### src/rtl/saph_plr_ctl_pkg.sv
// Shared sizing helpers for the pipeline-register issue/credit controller and its FIFO.
package saph_plr_ctl_pkg;

    // Counter width able to hold 0..n inclusive.
    function automatic int unsigned cnt_bits(input int unsigned n);
        return (n == 32'd0) ? 32'd1 : $clog2(n + 32'd1);
    endfunction

    // Pointer width able to address n entries; never narrower than one bit.
    function automatic int unsigned ptr_bits(input int unsigned n);
        return (n < 32'd2) ? 32'd1 : $clog2(n);
    endfunction

endpackage

### src/rtl/saph_fifo_fwft.sv
// First-word fall-through FIFO with explicit pointer wrap, so any depth >= 1 works.
module saph_fifo_fwft
    import saph_plr_ctl_pkg::*;
#(
    parameter int unsigned width = 32,
    parameter int unsigned depth = 4
) (
    input  logic             clk,
    input  logic             rst_n,
    input  logic             clear,
    input  logic             push,
    input  logic [width-1:0] push_data,
    input  logic             pop,
    output logic [width-1:0] pop_data,
    output logic             full,
    output logic             empty
);

    localparam int unsigned ptr_w = ptr_bits(depth);
    localparam int unsigned cnt_w = cnt_bits(depth);
    localparam logic [ptr_w-1:0] last_ptr = ptr_w'(depth - 32'd1);
    localparam logic [ptr_w-1:0] ptr_one  = ptr_w'(32'd1);
    localparam logic [cnt_w-1:0] full_cnt = cnt_w'(depth);
    localparam logic [cnt_w-1:0] cnt_one  = cnt_w'(32'd1);

    logic [width-1:0] mem [depth];
    logic [ptr_w-1:0] wr_ptr;
    logic [ptr_w-1:0] rd_ptr;
    logic [cnt_w-1:0] count;
    logic             do_push;
    logic             do_pop;

    // A pop frees its slot first, so push-while-full is accepted when paired with a pop.
    assign do_pop   = pop & ~empty;
    assign do_push  = push & (~full | do_pop);
    assign full     = (count == full_cnt);
    assign empty    = (count == '0);
    assign pop_data = mem[rd_ptr];

    // Pointer and occupancy bookkeeping.
    always_ff @(posedge clk) begin
        if (!rst_n || clear) begin
            wr_ptr <= '0;
            rd_ptr <= '0;
            count  <= '0;
        end else begin
            if (do_push) begin
                wr_ptr <= (wr_ptr == last_ptr) ? '0 : wr_ptr + ptr_one;
            end
            if (do_pop) begin
                rd_ptr <= (rd_ptr == last_ptr) ? '0 : rd_ptr + ptr_one;
            end
            case ({do_push, do_pop})
                2'b10:   count <= count + cnt_one;
                2'b01:   count <= count - cnt_one;
                default: count <= count;
            endcase
        end
    end

    // Storage array; contents need no reset since count gates visibility.
    always_ff @(posedge clk) begin
        if (do_push) begin
            mem[wr_ptr] <= push_data;
        end
    end

endmodule

### src/rtl/saph_fifo_fwft_chk.sv
// Protocol checker for saph_fifo_fwft: a push may only land on a full FIFO when a pop frees a slot.
module saph_fifo_fwft_chk (
    input logic clk,
    input logic rst_n,
    input logic clear,
    input logic push,
    input logic pop,
    input logic full
);

    // Overflow is impossible when credits are respected; a hit here means a credit leak.
    no_overflow_a: assert property (@(posedge clk) disable iff (!rst_n || clear)
        !(push && full && !pop));

endmodule

### src/rtl/saph_plr_ctl.sv
// Issue/credit controller wrapping a fixed-latency, non-stallable datapath with a valid/ready interface.
module saph_plr_ctl
    import saph_plr_ctl_pkg::*;
#(
    parameter int unsigned width   = 32,
    parameter int unsigned latency = 2,
    parameter int unsigned depth   = latency + 2
) (
    input  logic             clk,
    input  logic             rst_n,
    input  logic             flush,
    input  logic             in_valid,
    output logic             in_ready,
    input  logic [width-1:0] in_data,
    output logic             pipe_en,
    output logic [width-1:0] pipe_d,
    input  logic [width-1:0] pipe_q,
    output logic             out_valid,
    input  logic             out_ready,
    output logic [width-1:0] out_data,
    output logic             busy
);

    localparam int unsigned occ_w = cnt_bits(depth);
    localparam logic [occ_w-1:0] occ_max = occ_w'(depth);
    localparam logic [occ_w-1:0] occ_one = occ_w'(32'd1);

    logic [occ_w-1:0] occ;
    logic             arrival;
    logic             fifo_push;
    logic             fifo_pop;
    logic             fifo_full;
    logic             fifo_empty;

    // occ counts in-flight plus buffered items, so an issued item always has a FIFO slot.
    assign in_ready  = (occ < occ_max) & ~flush & rst_n;
    assign pipe_en   = in_valid & in_ready;
    assign pipe_d    = in_data;
    assign out_valid = ~fifo_empty;
    assign fifo_pop  = out_valid & out_ready;
    assign fifo_push = arrival & ~flush;
    assign busy      = (occ != '0);

    generate
        if (latency == 0) begin : g_no_vld
            assign arrival = pipe_en;
        end else begin : g_vld
            logic [latency-1:0] vld;

            // Valid bits travel alongside the datapath registers.
            always_ff @(posedge clk) begin
                if (!rst_n || flush) begin
                    vld <= '0;
                end else begin
                    vld[0] <= pipe_en;
                    for (int i = 1; i < int'(latency); i++) begin
                        vld[i] <= vld[i-1];
                    end
                end
            end

            assign arrival = vld[latency-1];
        end
    endgenerate

    // Credit counter: issue takes a credit, output handshake returns one.
    always_ff @(posedge clk) begin
        if (!rst_n || flush) begin
            occ <= '0;
        end else begin
            case ({pipe_en, fifo_pop})
                2'b10:   occ <= occ + occ_one;
                2'b01:   occ <= occ - occ_one;
                default: occ <= occ;
            endcase
        end
    end

    saph_fifo_fwft #(
        .width (width),
        .depth (depth)
    ) u_fifo (
        .clk       (clk),
        .rst_n     (rst_n),
        .clear     (flush),
        .push      (fifo_push),
        .push_data (pipe_q),
        .pop       (fifo_pop),
        .pop_data  (out_data),
        .full      (fifo_full),
        .empty     (fifo_empty)
    );

    saph_fifo_fwft_chk u_fifo_chk (
        .clk   (clk),
        .rst_n (rst_n),
        .clear (flush),
        .push  (fifo_push),
        .pop   (fifo_pop),
        .full  (fifo_full)
    );

endmodule

### config.mk
export PLATFORM = sky130hd
export DESIGN_NAME = saph_plr_ctl
export DESIGN_NICKNAME = d
export VERILOG_FILES = /design/src/rtl/saph_plr_ctl_pkg.sv /design/src/rtl/saph_fifo_fwft.sv /design/src/rtl/saph_fifo_fwft_chk.sv /design/src/rtl/saph_plr_ctl.sv
export SDC_FILE = /design/constraint.sdc
export NUM_CORES = 1
export LEC_CHECK = 0
export ABC_CLOCK_PERIOD_IN_PS = 3000
export CAP_MARGIN = 15
export CORE_UTILIZATION = 35
export CTS_CLUSTER_SIZE = 12
export DETAILED_ROUTE_END_ITERATION = 12
export DONT_BUFFER_PORTS = 1
export HOLD_SLACK_MARGIN = 0.08
export PLACE_DENSITY = 0.47
export SYNTH_ARGS = -nofsm -noshare
export SYNTH_HDL_FRONTEND = slang
export SYNTH_SLANG_ARGS = --single-unit
### constraint.sdc
create_clock -name clk -period 3 [get_ports clk]
set_input_delay 0.15 -clock clk [delete_from_list [all_inputs] [get_ports clk]]
set_output_delay 0.15 -clock clk [all_outputs]
set_load 0.01 [all_outputs]
# Yosys cells after proc, flatten, opt, wreduce, memory -nomap -nowiden
# Memories as Yosys holds them, arrays and structs flattened. A register that Yosys moved wholly into a read port is not among the register bits.
# Index checks and enable logic that the tools add are counted.
# op_classes
addsub	6
n_lt_le_gt_ge	1
n_eq_ne	7
n_mux	8
bitwise_logic	11
n_reduce_logical	6
# ops
operator	count
3-bit case mux with 2 select lines	2
2-bit equality test, second input constant	4
2-bit 2-to-1 mux	4
1-bit bitwise AND	7
3-bit by 1-bit adder with 3-bit output, second input constant	2
3-bit by 1-bit subtractor with 3-bit output, second input constant	2
2-bit by 1-bit adder with 2-bit output, second input constant	2
2-bit by 1-bit equality test with 1-bit output, second input constant	2
2-bit nonzero test	2
3-bit equality test, second input constant	1
3-bit zero test	1
3-bit less-than comparator, second input constant	1
1-bit NOT	3
3-bit nonzero test	1
1-bit 2-to-1 mux	2
1-bit zero test	1
1-bit logical OR	1
1-bit bitwise OR	1
# totals
regBits	12
ram_bits	128
inputBits	69
out_inout_bits	68
word_cells	45
mem_count	1
# mem_list
memory	words	width	rd	rd_clocked_by_memory_dff	wr	line	rtl
u_fifo.mem	4	32	1	1	1	saph_fifo_fwft.sv:26	logic [width-1:0] mem [depth];

# Logic depth before layout (Yosys ltp)
# Gate-level depths: netlist of the first run.
# logic_depth
word_depth	8
mapped_depth	10
depth_no_buf	9

# Modules after synthesis
# A second synthesis of the first run with hierarchy kept.
# unflattened
cells_unflattened	283
area_unflattened_um2	5589.1
# modules_own_cells
module	instances	cells_per_inst	area_each_um2	seq_area_each_um2
saph_fifo_fwft	1	221	5091.1	4023.9
saph_plr_ctl	1	62	498.0	100.1

# Worst setup path before layout of the first run
# No wires, ideal clock.
# synth_path
path_kind	reg-to-reg
startpoint	register u_fifo.count[0]
endpoint	register u_fifo.count[2]
setup_ps	71
t_arrival_ps	2253
required_time_ps	2929
path_slack_ps	675
stages_incl_launch_ff	10
n_path_buf	0
period_less_slack_ps	2325
cell_sequence	dfxtp_1 > or4b_4 > and2_4 > inv_1 > ha_1 > inv_1 > fa_1 > xor2_1 > or3_1 > a21oi_1
# synth_via
elab_chain_len	8
word_cells_on_any_way	14
cone_classes	add/sub (2); eq/ne (3); mux (1); bitwise (6); reduce/logical (2)
# synth_rtl
item	line	rtl
from (decl)	saph_fifo_fwft.sv:29	logic [cnt_w-1:0] count;
from (signal assigned)	saph_fifo_fwft.sv:54	2'b10: count <= count + cnt_one;
from (signal assigned)	saph_fifo_fwft.sv:55	2'b01: count <= count - cnt_one;
from (signal assigned)	saph_fifo_fwft.sv:56	default: count <= count;
3-bit zero test	saph_fifo_fwft.sv:37	assign empty = (count == '0);
1-bit NOT	saph_fifo_fwft.sv:34, saph_plr_ctl.sv:39	
1-bit bitwise AND	saph_plr_ctl.sv:40	assign fifo_pop = out_valid & out_ready;
1-bit bitwise AND	saph_fifo_fwft.sv:34	assign do_pop = pop & ~empty;
1-bit bitwise OR	saph_fifo_fwft.sv:35	assign do_push = push & (~full | do_pop);
1-bit bitwise AND	saph_fifo_fwft.sv:35	
2-bit by 1-bit equality test with 1-bit output or 2-bit equality test (tied branches)	saph_fifo_fwft.sv:53	case ({do_push, do_pop})
3-bit case mux with 2 select lines or 2-bit nonzero test (tied branches)	--	
# Several ways; a longest one is shown, not always the timed one.
# A chain may end at the register's enable or synchronous reset.

# Worst setup path after layout of the first run
# Ends and elaborated chain as after synthesis.

==> results of run 1 <==
worst max-delay path by stage:
stage                           end  cells past startpoint  slack (ns)
CTS                 u_fifo.count[2]                      9        0.54
global placement    u_fifo.count[2]                      9        0.59
finish              u_fifo.count[2]                      9        0.55
global route        u_fifo.count[2]                      9        0.37
floorplan           u_fifo.count[2]                      9        0.68
detailed placement  u_fifo.count[2]                      9        0.56
sequential cells by signal, indices dropped and copies added, names as in the netlist, named ones only:
register / count
occ: 3
u_fifo.mem: 128
u_fifo.wr_ptr: 2
u_fifo.rd_ptr: 2
u_fifo.count: 3
g_vld.vld: 2
power breakdown:
part           total (mW)  switching, mW  internal, mW
combinational      0.0750         0.0365        0.0385
clock                1.84          0.722          1.12
sequential           2.16        0.00140          2.16
total                4.07          0.760          3.31
cells in the mapped netlist:
cell / number
nor2_1: 8
dfxtp_1: 14
clkbuf_1: 3
ha_1: 7
mux4_2: 32
and2_4: 1
nand2b_1: 1
or4b_4: 1
nand4_1: 2
or3_2: 1
a21oi_1: 5
buf_4: 32
and3_2: 4
edfxtp_1: 128
buf_2: 4
inv_1: 10
fa_1: 2
o31ai_2: 2
nand3_1: 1
or3_1: 4
buf_1: 1
o21ai_0: 3
xor2_1: 4
nand2_1: 3
o31ai_1: 1
nor2b_1: 2
and2_1: 3
logic make-up after synthesis:
kind of cell	after synthesis	share of synthesized area
xor gates and xnor gates	4	0.00628
adders and majority gates	9	0.0229
muxes	32	0.129
and+or+nand+nor	31	0.0325
AOI/OAI and AO/OA	11	0.0130
DFF	142	0.740
buffers and inverters	50	0.0561
layer usage:
metal | vias to the layer above | track usage | routed length [microns]
met3 | 18 | 0.0480 | 582
met1 | 1269 | 0.167 | 4520
li1 | 1099 | - | -
met4 | 0 | 0.0657 | 176
met2 | 87 | 0.201 | 4540
met5 | - | 0 | 0
cell usage in the layout (no fill, tap or decap), types with 2 or more instances in the layout:
cell type        n
buf_12           4
nand2_1          3
clkinv_2         5
nor2_1           8
and2_1           3
clkbuf_1         4
nand4_1          2
dlygate4sd3_1   35
nor2b_1          2
a21oi_1          5
dfxtp_2          2
mux4_2          32
edfxtp_1       128
xor2_1           4
inv_1           10
dfxtp_1         12
clkbuf_16       17
ha_1             7
clkinv_1         3
fa_1             2
o31ai_2          2
and3_2           4
o21ai_0          3
or3_1            4
final cells by class:
cell class,instances,area [sq um],share of cell area
clock inverter,10,73.8,0.0113
clock buffer,21,440,0.0676
sequential,142,4130,0.633
multi-input combinational,87,1140,0.175
tap,211,264,0.0405
timing repair buffer,40,438,0.0672
inverter,10,37.5,0.00576
worst reg2reg max path: cells and delay by family, from the launching register on:
kind            cells  cell delay, ns
buf+inv             2            0.11
fa+ha+maj           2            0.54
xor+xnor            1            0.15
simple gates        3            1.11
flops               1            0.34
compound gates      1            0.13
what timing repair did:
action                                 4_1_cts  5_1_grt
endpoints found under the hold margin      135        0
resized for setup                            0        0
hold buffers                                35        0
==> impl_metrics.toml, run 1 <==
[run_status]
status = "finished, final reports clean"

[synthesis]
syn_avg_cell_area_sq_um = 20.0
ys_types = 27
synth_cells = 279
synth_top_area_frac = 0.690
synthesis.nets = 357
synthTopCellsByArea = "edfxtp_1, mux4_2, dfxtp_1"
synth_top_area_cell = "edfxtp_1"
synth.cell_area_sq_um = 5570
ys_ff_latch = 142
synth-warning-count = 0
yosysSeqAreaShare = 0.740

[sta]
relSlewSlack = 0.361
fin_crit_sh = 0.817
period_needed_ns = 2.45
setup_ws_ns = 0.548
max_freq_mhz = 408
finalHoldViolCount = 0
fin_skew_ns = 0.00597
finalSetupViolCount = 0
tns_ns = 0
tightest_slew_ns = 0.958
slew_viol_final = 0
rsz0062_at_grt = "no"
whs_ns = 0.135

[clock_tree]
post_cts_buffers = 0
cts_buffer_depth = 2
cts_tree = "done"
cts_root_buf = "clkbuf_16"
cts_buffers = 17
clkLatencyLatePin_ns = 0.41
clkTransAtPathRegs_ns = 0.05
clock-sinks = 142
cts-htree-levels = 4

[grt]
grt_antenna_before_repair = 0
grt_usage = 0.132
grt_max_degree = 33
grt_pass1_vias = 2681
overflow = 0
grt_pass1_wl_microns = 15300

[power_and_ir_drop]
p_leak_nw = 2.03
power.density_nw_per_um2 = 625
ir_drop_uv = 360
finalPower_mw = 4.07

[placed_design]
pre_cts_ws_ns = 0.560
gp_congestion = 0.697
place_area_sq_um = 5650
portBuffers = 0
dp.cells = 455
hpwl_microns = 5750

[hold_path]
min_from = "rst_n"
holdCritPathClass = "in2reg"
hold_depth = 2
hold_end = "g_vld.vld[1]"

[floorplan]
die_area_sq_um = 16400
io_pins = 137
rows = 45
die_x_microns = 128
fp.dieH_microns = 128
core-area_sq_um = 15400
initial_core_util = 0.363

[final_layout]
area_delta_synth_final_pct = 16.9
final_cells = 521
fillers = 1354
design_area_sq_um = 6520
antennaDiodeCount = 0
fin_nets = 376
fin_util = 0.424
drive_gt1_frac = 0.232

[setup_path]
r2r_start = "u_fifo.count[0]"
cp_data_required_time_ns = 3.34
ff2ff_setup_slack_ns = 0.55
max_stage_delay_ns = 0.60
timing.rr.end = "u_fifo.count[2]"
arrival_ns = 2.79
cpMostUsedCell = "inv_1"
path_buf_inv = 2
slowest_stage = "or4b_4"
cp-end-kind = "flop"
rr_worst_depth = 9
critical_path_class = "reg2reg"
cp_cell_sequence = "or4b_4, and2_4, inv_1, ha_1, inv_1, fa_1, xor2_1, or3_1, a21oi_1"
startpoint_type = "flop"
startpoint = "u_fifo.count[0]"
crit_family = "simple AND/OR/NAND/NOR gates"
path_max_fanout = 7

[detailed_routing]
via_count = 2473
antenna_left = 0
drcViolationCount = 0
firstDrtPassIters = 4
via_per_inst = 4.75
wl_microns = 9820
drt_iter0_drc = 129
wl_per_cell_microns = 18.8

[run]
drv_cap = 0
No activity file was read; power rests on OpenSTA's default activity.
==> run 2: changes to the inputs <==
Settings changed: ABC_AREA set to 1, ABC_CLOCK_PERIOD_IN_PS 3000 to 2009, PLACE_DENSITY 0.47 to 0.49.
Clock period 3 ns to 2.01 ns, I/O delays scaled along.
==> impl_metrics.toml, run 2 <==
[sta]
tns_ns = 0
max_freq_mhz = 549
finalHoldViolCount = 0
period_needed_ns = 1.82
fin_crit_sh = 0.906
finalSetupViolCount = 0
slew_viol_final = 0
fin_skew_ns = 0.0113
relSlewSlack = 0.736
tightest_slew_ns = 0.395

[final_layout]
final_cells = 694
most-common-layout-cells = "edfxtp_1, nor2_1, o21ai_0"
area_delta_synth_final_pct = 16.8
fillers = 1555
antennaDiodeCount = 0
largestRegisters = "u_fifo.mem (128), occ (3), u_fifo.count (3)"
final_common_cell = "edfxtp_1"
drive_gt1_frac = 0.113
regMostFlops = "u_fifo.mem"
fin_nets = 544
fin_util = 0.421
largest_reg_flops = 128

[clock_tree]
cts_buffers = 17
clkTransAtPathRegs_ns = 0.06
cts-htree-levels = 4
clock-sinks = 142
cts_root_buf = "clkbuf_16"
cts_buffer_depth = 2
clkLatencyLatePin_ns = 0.41
cts_tree = "done"

[synthesis]
synth_most_common_cell = "edfxtp_1"
ys_async_sr_fraction = 0
synth_top_area_frac = 0.667
synth-warning-count = 0
ys_types = 21
synth-edff-count = 128
synth.cell_area_sq_um = 5760
synthTopCellsByCount = "edfxtp_1, nor2_1, o21ai_0"
synth_top_area_cell = "edfxtp_1"
yosysSeqAreaShare = 0.716
synthesis.nets = 524
syn_avg_cell_area_sq_um = 12.9
synth_cells = 446
ys_ff_latch = 142
synthTopCellsByArea = "edfxtp_1, nor2_1, dfxtp_1"
synth_flop_cell = "edfxtp_1"

[placed_design]
dp.cells = 625
hpwl_microns = 6640
gp_congestion = 0.716
portBuffers = 0

[grt]
grt_usage = 0.146
overflow = 0
grtUsageMet1 = 0.166
grt_pass1_vias = 3351
met3_usage = 0.0615
grt-busiest-layer = "met2"
grt_util_met2 = 0.243
grt_max_degree = 65
grt_antenna_before_repair = 0
grt_pass1_wl_microns = 17800

[detailed_routing]
via_per_inst = 4.80
drcViolationCount = 0
antenna_left = 0
firstDrtPassIters = 5
wl_per_cell_microns = 16.8
wl_microns = 11600
via_count = 3332
drt_iter0_drc = 168

[floorplan]
fp.dieH_microns = 130
die_x_microns = 130
io_pins = 137
rows = 46
initial_core_util = 0.360
core-area_sq_um = 16000
die_area_sq_um = 17000

[power_and_ir_drop]
p_leak_nw = 2.29
power.density_nw_per_um2 = 895
ir_drop_uv = 512
finalPower_mw = 6.02

[hold_path]
holdCritPathClass = "in2reg"

[setup_path]
arrival_ns = 2.13
path_max_fanout = 5
startpoint_type = "flop"
cp_data_required_time_ns = 2.32
cp-end-kind = "flop"
critical_path_class = "reg2reg"

[run_status]
status = "finished, final reports clean"

[run]
drv_cap = 0
-- run 2: layout make-up --
class | count | area, sq um | area share
tap | 216 | 270 | 0.0402
clock inverter | 13 | 76.3 | 0.0113
multi-input combinational | 225 | 1170 | 0.173
inverter | 28 | 113 | 0.0167
timing repair buffer | 52 | 548 | 0.0814
clock buffer | 18 | 429 | 0.0638
sequential | 142 | 4130 | 0.613
-- run 2: stage by stage --
step,worst slack [ns],hold WS [ns],area (sq um)
floorplan,-0.454,0.199,5760
global placement,0.182,0.200,5830
detailed placement,0.139,0.200,5830
CTS,0.131,0.136,6720
global route,-0.0169,0.201,6730
finish,0.189,0.149,6730
-- run 2: kinds of logic after synthesis --
| kind of cell | Yosys count | synth area share |
|---|---|---|
| flip-flops | 142 | 0.716 |
| adder cells (fa/ha/maj) | 9 | 0.0222 |
| buffers and inverters | 79 | 0.0886 |
| AND/OR/NAND/NOR | 109 | 0.0730 |
| AO/OA/AOI/OAI | 107 | 0.100 |
-- run 2: worst paths after layout --
kind	startpoint	to	slack [ns]	cells after the start
max	u_fifo.count[0]	u_fifo.count[2]	0.19	12
min	flush	u_fifo.count[2]	0.15	5
max reg2reg	u_fifo.count[0]	u_fifo.count[2]	0.19	12
min reg2reg	g_vld.vld[0]	g_vld.vld[1]	0.41	2
-- run 2: repair_timing --
action / CTS / global route
hold buffers: 38 / 0
buffers inserted: 0 / 0
resized for setup: 0 / 5
endpoints found under the setup margin: 0 / 2
endpoints found under the hold margin: 137 / 0
-- run 2: power breakdown --
group	total [mW]	switching [mW]	leakage (nW)	internal, mW
logic	0.135	0.0714	0.786	0.0641
clock network	2.66	1.12	0.244	1.54
registers	3.22	0.00225	1.26	3.22
total	6.02	1.19	2.29	4.83
-- run 2: metal layers --
layer,part of all wire,vias up
met5,0,-
met4,0.015,0
met3,0.067,25
met2,0.48,94
met1,0.44,1612
li1,-,1601
-- run 2: worst max-delay path, stage by stage (launching register included) --
cell,delay (ns)
dfxtp_1,0.32
nor2_2,0.19
nand2_2,0.11
nand2_1,0.11
ha_1,0.18
inv_1,0.07
fa_1,0.39
inv_1,0.07
nand2_1,0.05
nand3_1,0.08
nand2_1,0.06
nand2_1,0.05
nor2_1,0.04
==> run 3: changes to the inputs <==
Settings changed: CORE_ASPECT_RATIO set to 1.25.
==> impl_metrics.toml, run 3 (synthesis gave the netlist of run 2 again) <==
[run_status]
status = "finished, final reports clean"

[clock_tree]
clkTransAtPathRegs_ns = 0.05
cts_root_buf = "clkbuf_16"
clkLatencyLatePin_ns = 0.42
cts_buffer_depth = 2
cts_buffers = 17
clock-sinks = 142
cts-htree-levels = 4
cts_tree = "done"

[hold_path]
holdCritPathClass = "in2reg"

[grt]
grt_pass1_vias = 3386
grt_antenna_before_repair = 1
grt_util_met2 = 0.246
grt_pass1_wl_microns = 18200
grtUsageMet1 = 0.164
grt_max_degree = 65
overflow = 0
grt_usage = 0.148
met3_usage = 0.0475
grt-busiest-layer = "met2"

[setup_path]
timing.rr.end = "u_fifo.count[2]"
r2r_start = "u_fifo.count[1]"
critical_path_class = "reg2reg"
cpMostUsedCell = "nand2_1"
startpoint = "u_fifo.count[1]"
cp_data_required_time_ns = 2.32
ff2ff_setup_slack_ns = 0.19
path_max_fanout = 4
slowest_stage = "fa_1"
max_stage_delay_ns = 0.38
endpoint = "u_fifo.count[2]"
arrival_ns = 2.13
cp_cell_sequence = "nor2_2, a21boi_2, ha_1, inv_1, fa_1, inv_1, nand2_1, nand3_1, nand2_1, nand2_1, nor2_1"
cp-end-kind = "flop"
startpoint_type = "flop"
rr_worst_depth = 11

[sta]
max_freq_mhz = 550
tightest_slew_ns = 0.409
slew_viol_final = 0
finalHoldViolCount = 0
fin_skew_ns = 0.00650
rsz0062_at_grt = "yes"
finalSetupViolCount = 0
period_needed_ns = 1.82
fin_crit_sh = 0.904
relSlewSlack = 0.727

[power_and_ir_drop]
finalPower_mw = 6.41
power.density_nw_per_um2 = 942
ir_drop_uv = 429
p_leak_nw = 2.33

[floorplan]
die_area_sq_um = 17000
die_x_microns = 117
initial_core_util = 0.357
io_pins = 137
rows = 52
fp.dieH_microns = 145
core-area_sq_um = 16100

[final_layout]
final_common_cell = "edfxtp_1"
most-common-layout-cells = "edfxtp_1, nor2_1, o21ai_0"
antennaDiodeCount = 0
fin_nets = 545
largest_reg_flops = 128
area_delta_synth_final_pct = 18.1
fillers = 1537
largestRegisters = "u_fifo.mem (128), occ (3), u_fifo.count (3)"
drive_gt1_frac = 0.109
regMostFlops = "u_fifo.mem"
fin_util = 0.422

[detailed_routing]
wl_per_cell_microns = 16.8
wl_microns = 11700
via_count = 3311
firstDrtPassIters = 5
via_per_inst = 4.77
antenna_left = 0
drt_iter0_drc = 176
drcViolationCount = 0

[run]
drv_cap = 0

[placed_design]
gp_congestion = 0.671
hpwl_microns = 6750
portBuffers = 0
## run 3: report_power, final
part | internal [mW] | switching, mW | total, mW
registers | 3.22 | 0.00258 | 3.22
logic | 0.0641 | 0.0700 | 0.134
clock network | 1.92 | 1.13 | 3.05
total | 5.21 | 1.20 | 6.41
## run 3: what timing repair did
item | CTS | global route
endpoints found under the hold margin | 137 | 0
endpoints found under the setup margin | 0 | 2
hold buffers | 38 | 0
buffers inserted | 0 | 0
resized for setup | 0 | 3
## run 3: cell type report
cell class,instances,area [sq um],share of cell area
clock buffers,18,429,0.0631
inverters,28,113,0.0166
flip-flops and latches,142,4130,0.606
repair buffers,53,556,0.0816
multi-input cells,225,1160,0.171
clock inverters,12,146,0.0215
well taps,216,270,0.0397
## run 3: how the worst min path moves through the flow
| stage | slack [ns] | from | to | cells past startpoint |
|---|---|---|---|---|
| after global routing | 0.19 | flush | u_fifo.count[2] | 5 |
| after detailed placement | 0.20 | pipe_q[13] | u_fifo.mem[2][13] | 0 |
| after CTS | 0.14 | flush | occ[2] | 5 |
| after global placement | 0.20 | pipe_q[27] | u_fifo.mem[3][27] | 0 |
| final | 0.17 | flush | u_fifo.wr_ptr[1] | 5 |
| after floorplan | 0.20 | pipe_q[0] | u_fifo.mem[0][0] | 0 |
## run 3: worst max-delay path, delay by kind of cell, from the launching register on
| kind | cells | cell delay, ns |
|---|---|---|
| simple gates | 6 | 0.34 |
| fa+ha+maj | 2 | 0.61 |
| compound gates | 1 | 0.24 |
| flops | 1 | 0.37 |
| buf+inv | 2 | 0.15 |
## run 3: per-layer routing
metal | up-vias | routed length, microns
li1 | 1608 | -
met1 | 1580 | 4940
met2 | 81 | 5740
met3 | 40 | 598
met4 | 2 | 372
met5 | - | 13
## run 3: stage by stage
stage,hold slack [ns],area [sq um],setup WS [ns],TNS [ns],std cells
5_1_grt,0.192,6800,-0.00476,-0.00476,694
6_report,0.173,6800,0.193,0,694
4_1_cts,0.143,6800,0.0811,0,694
3_5_place_dp,0.199,5840,0.0987,0,626
2_1_floorplan,0.199,5760,-0.454,-58.08,446
3_3_place_gp,0.200,5840,0.203,0,626
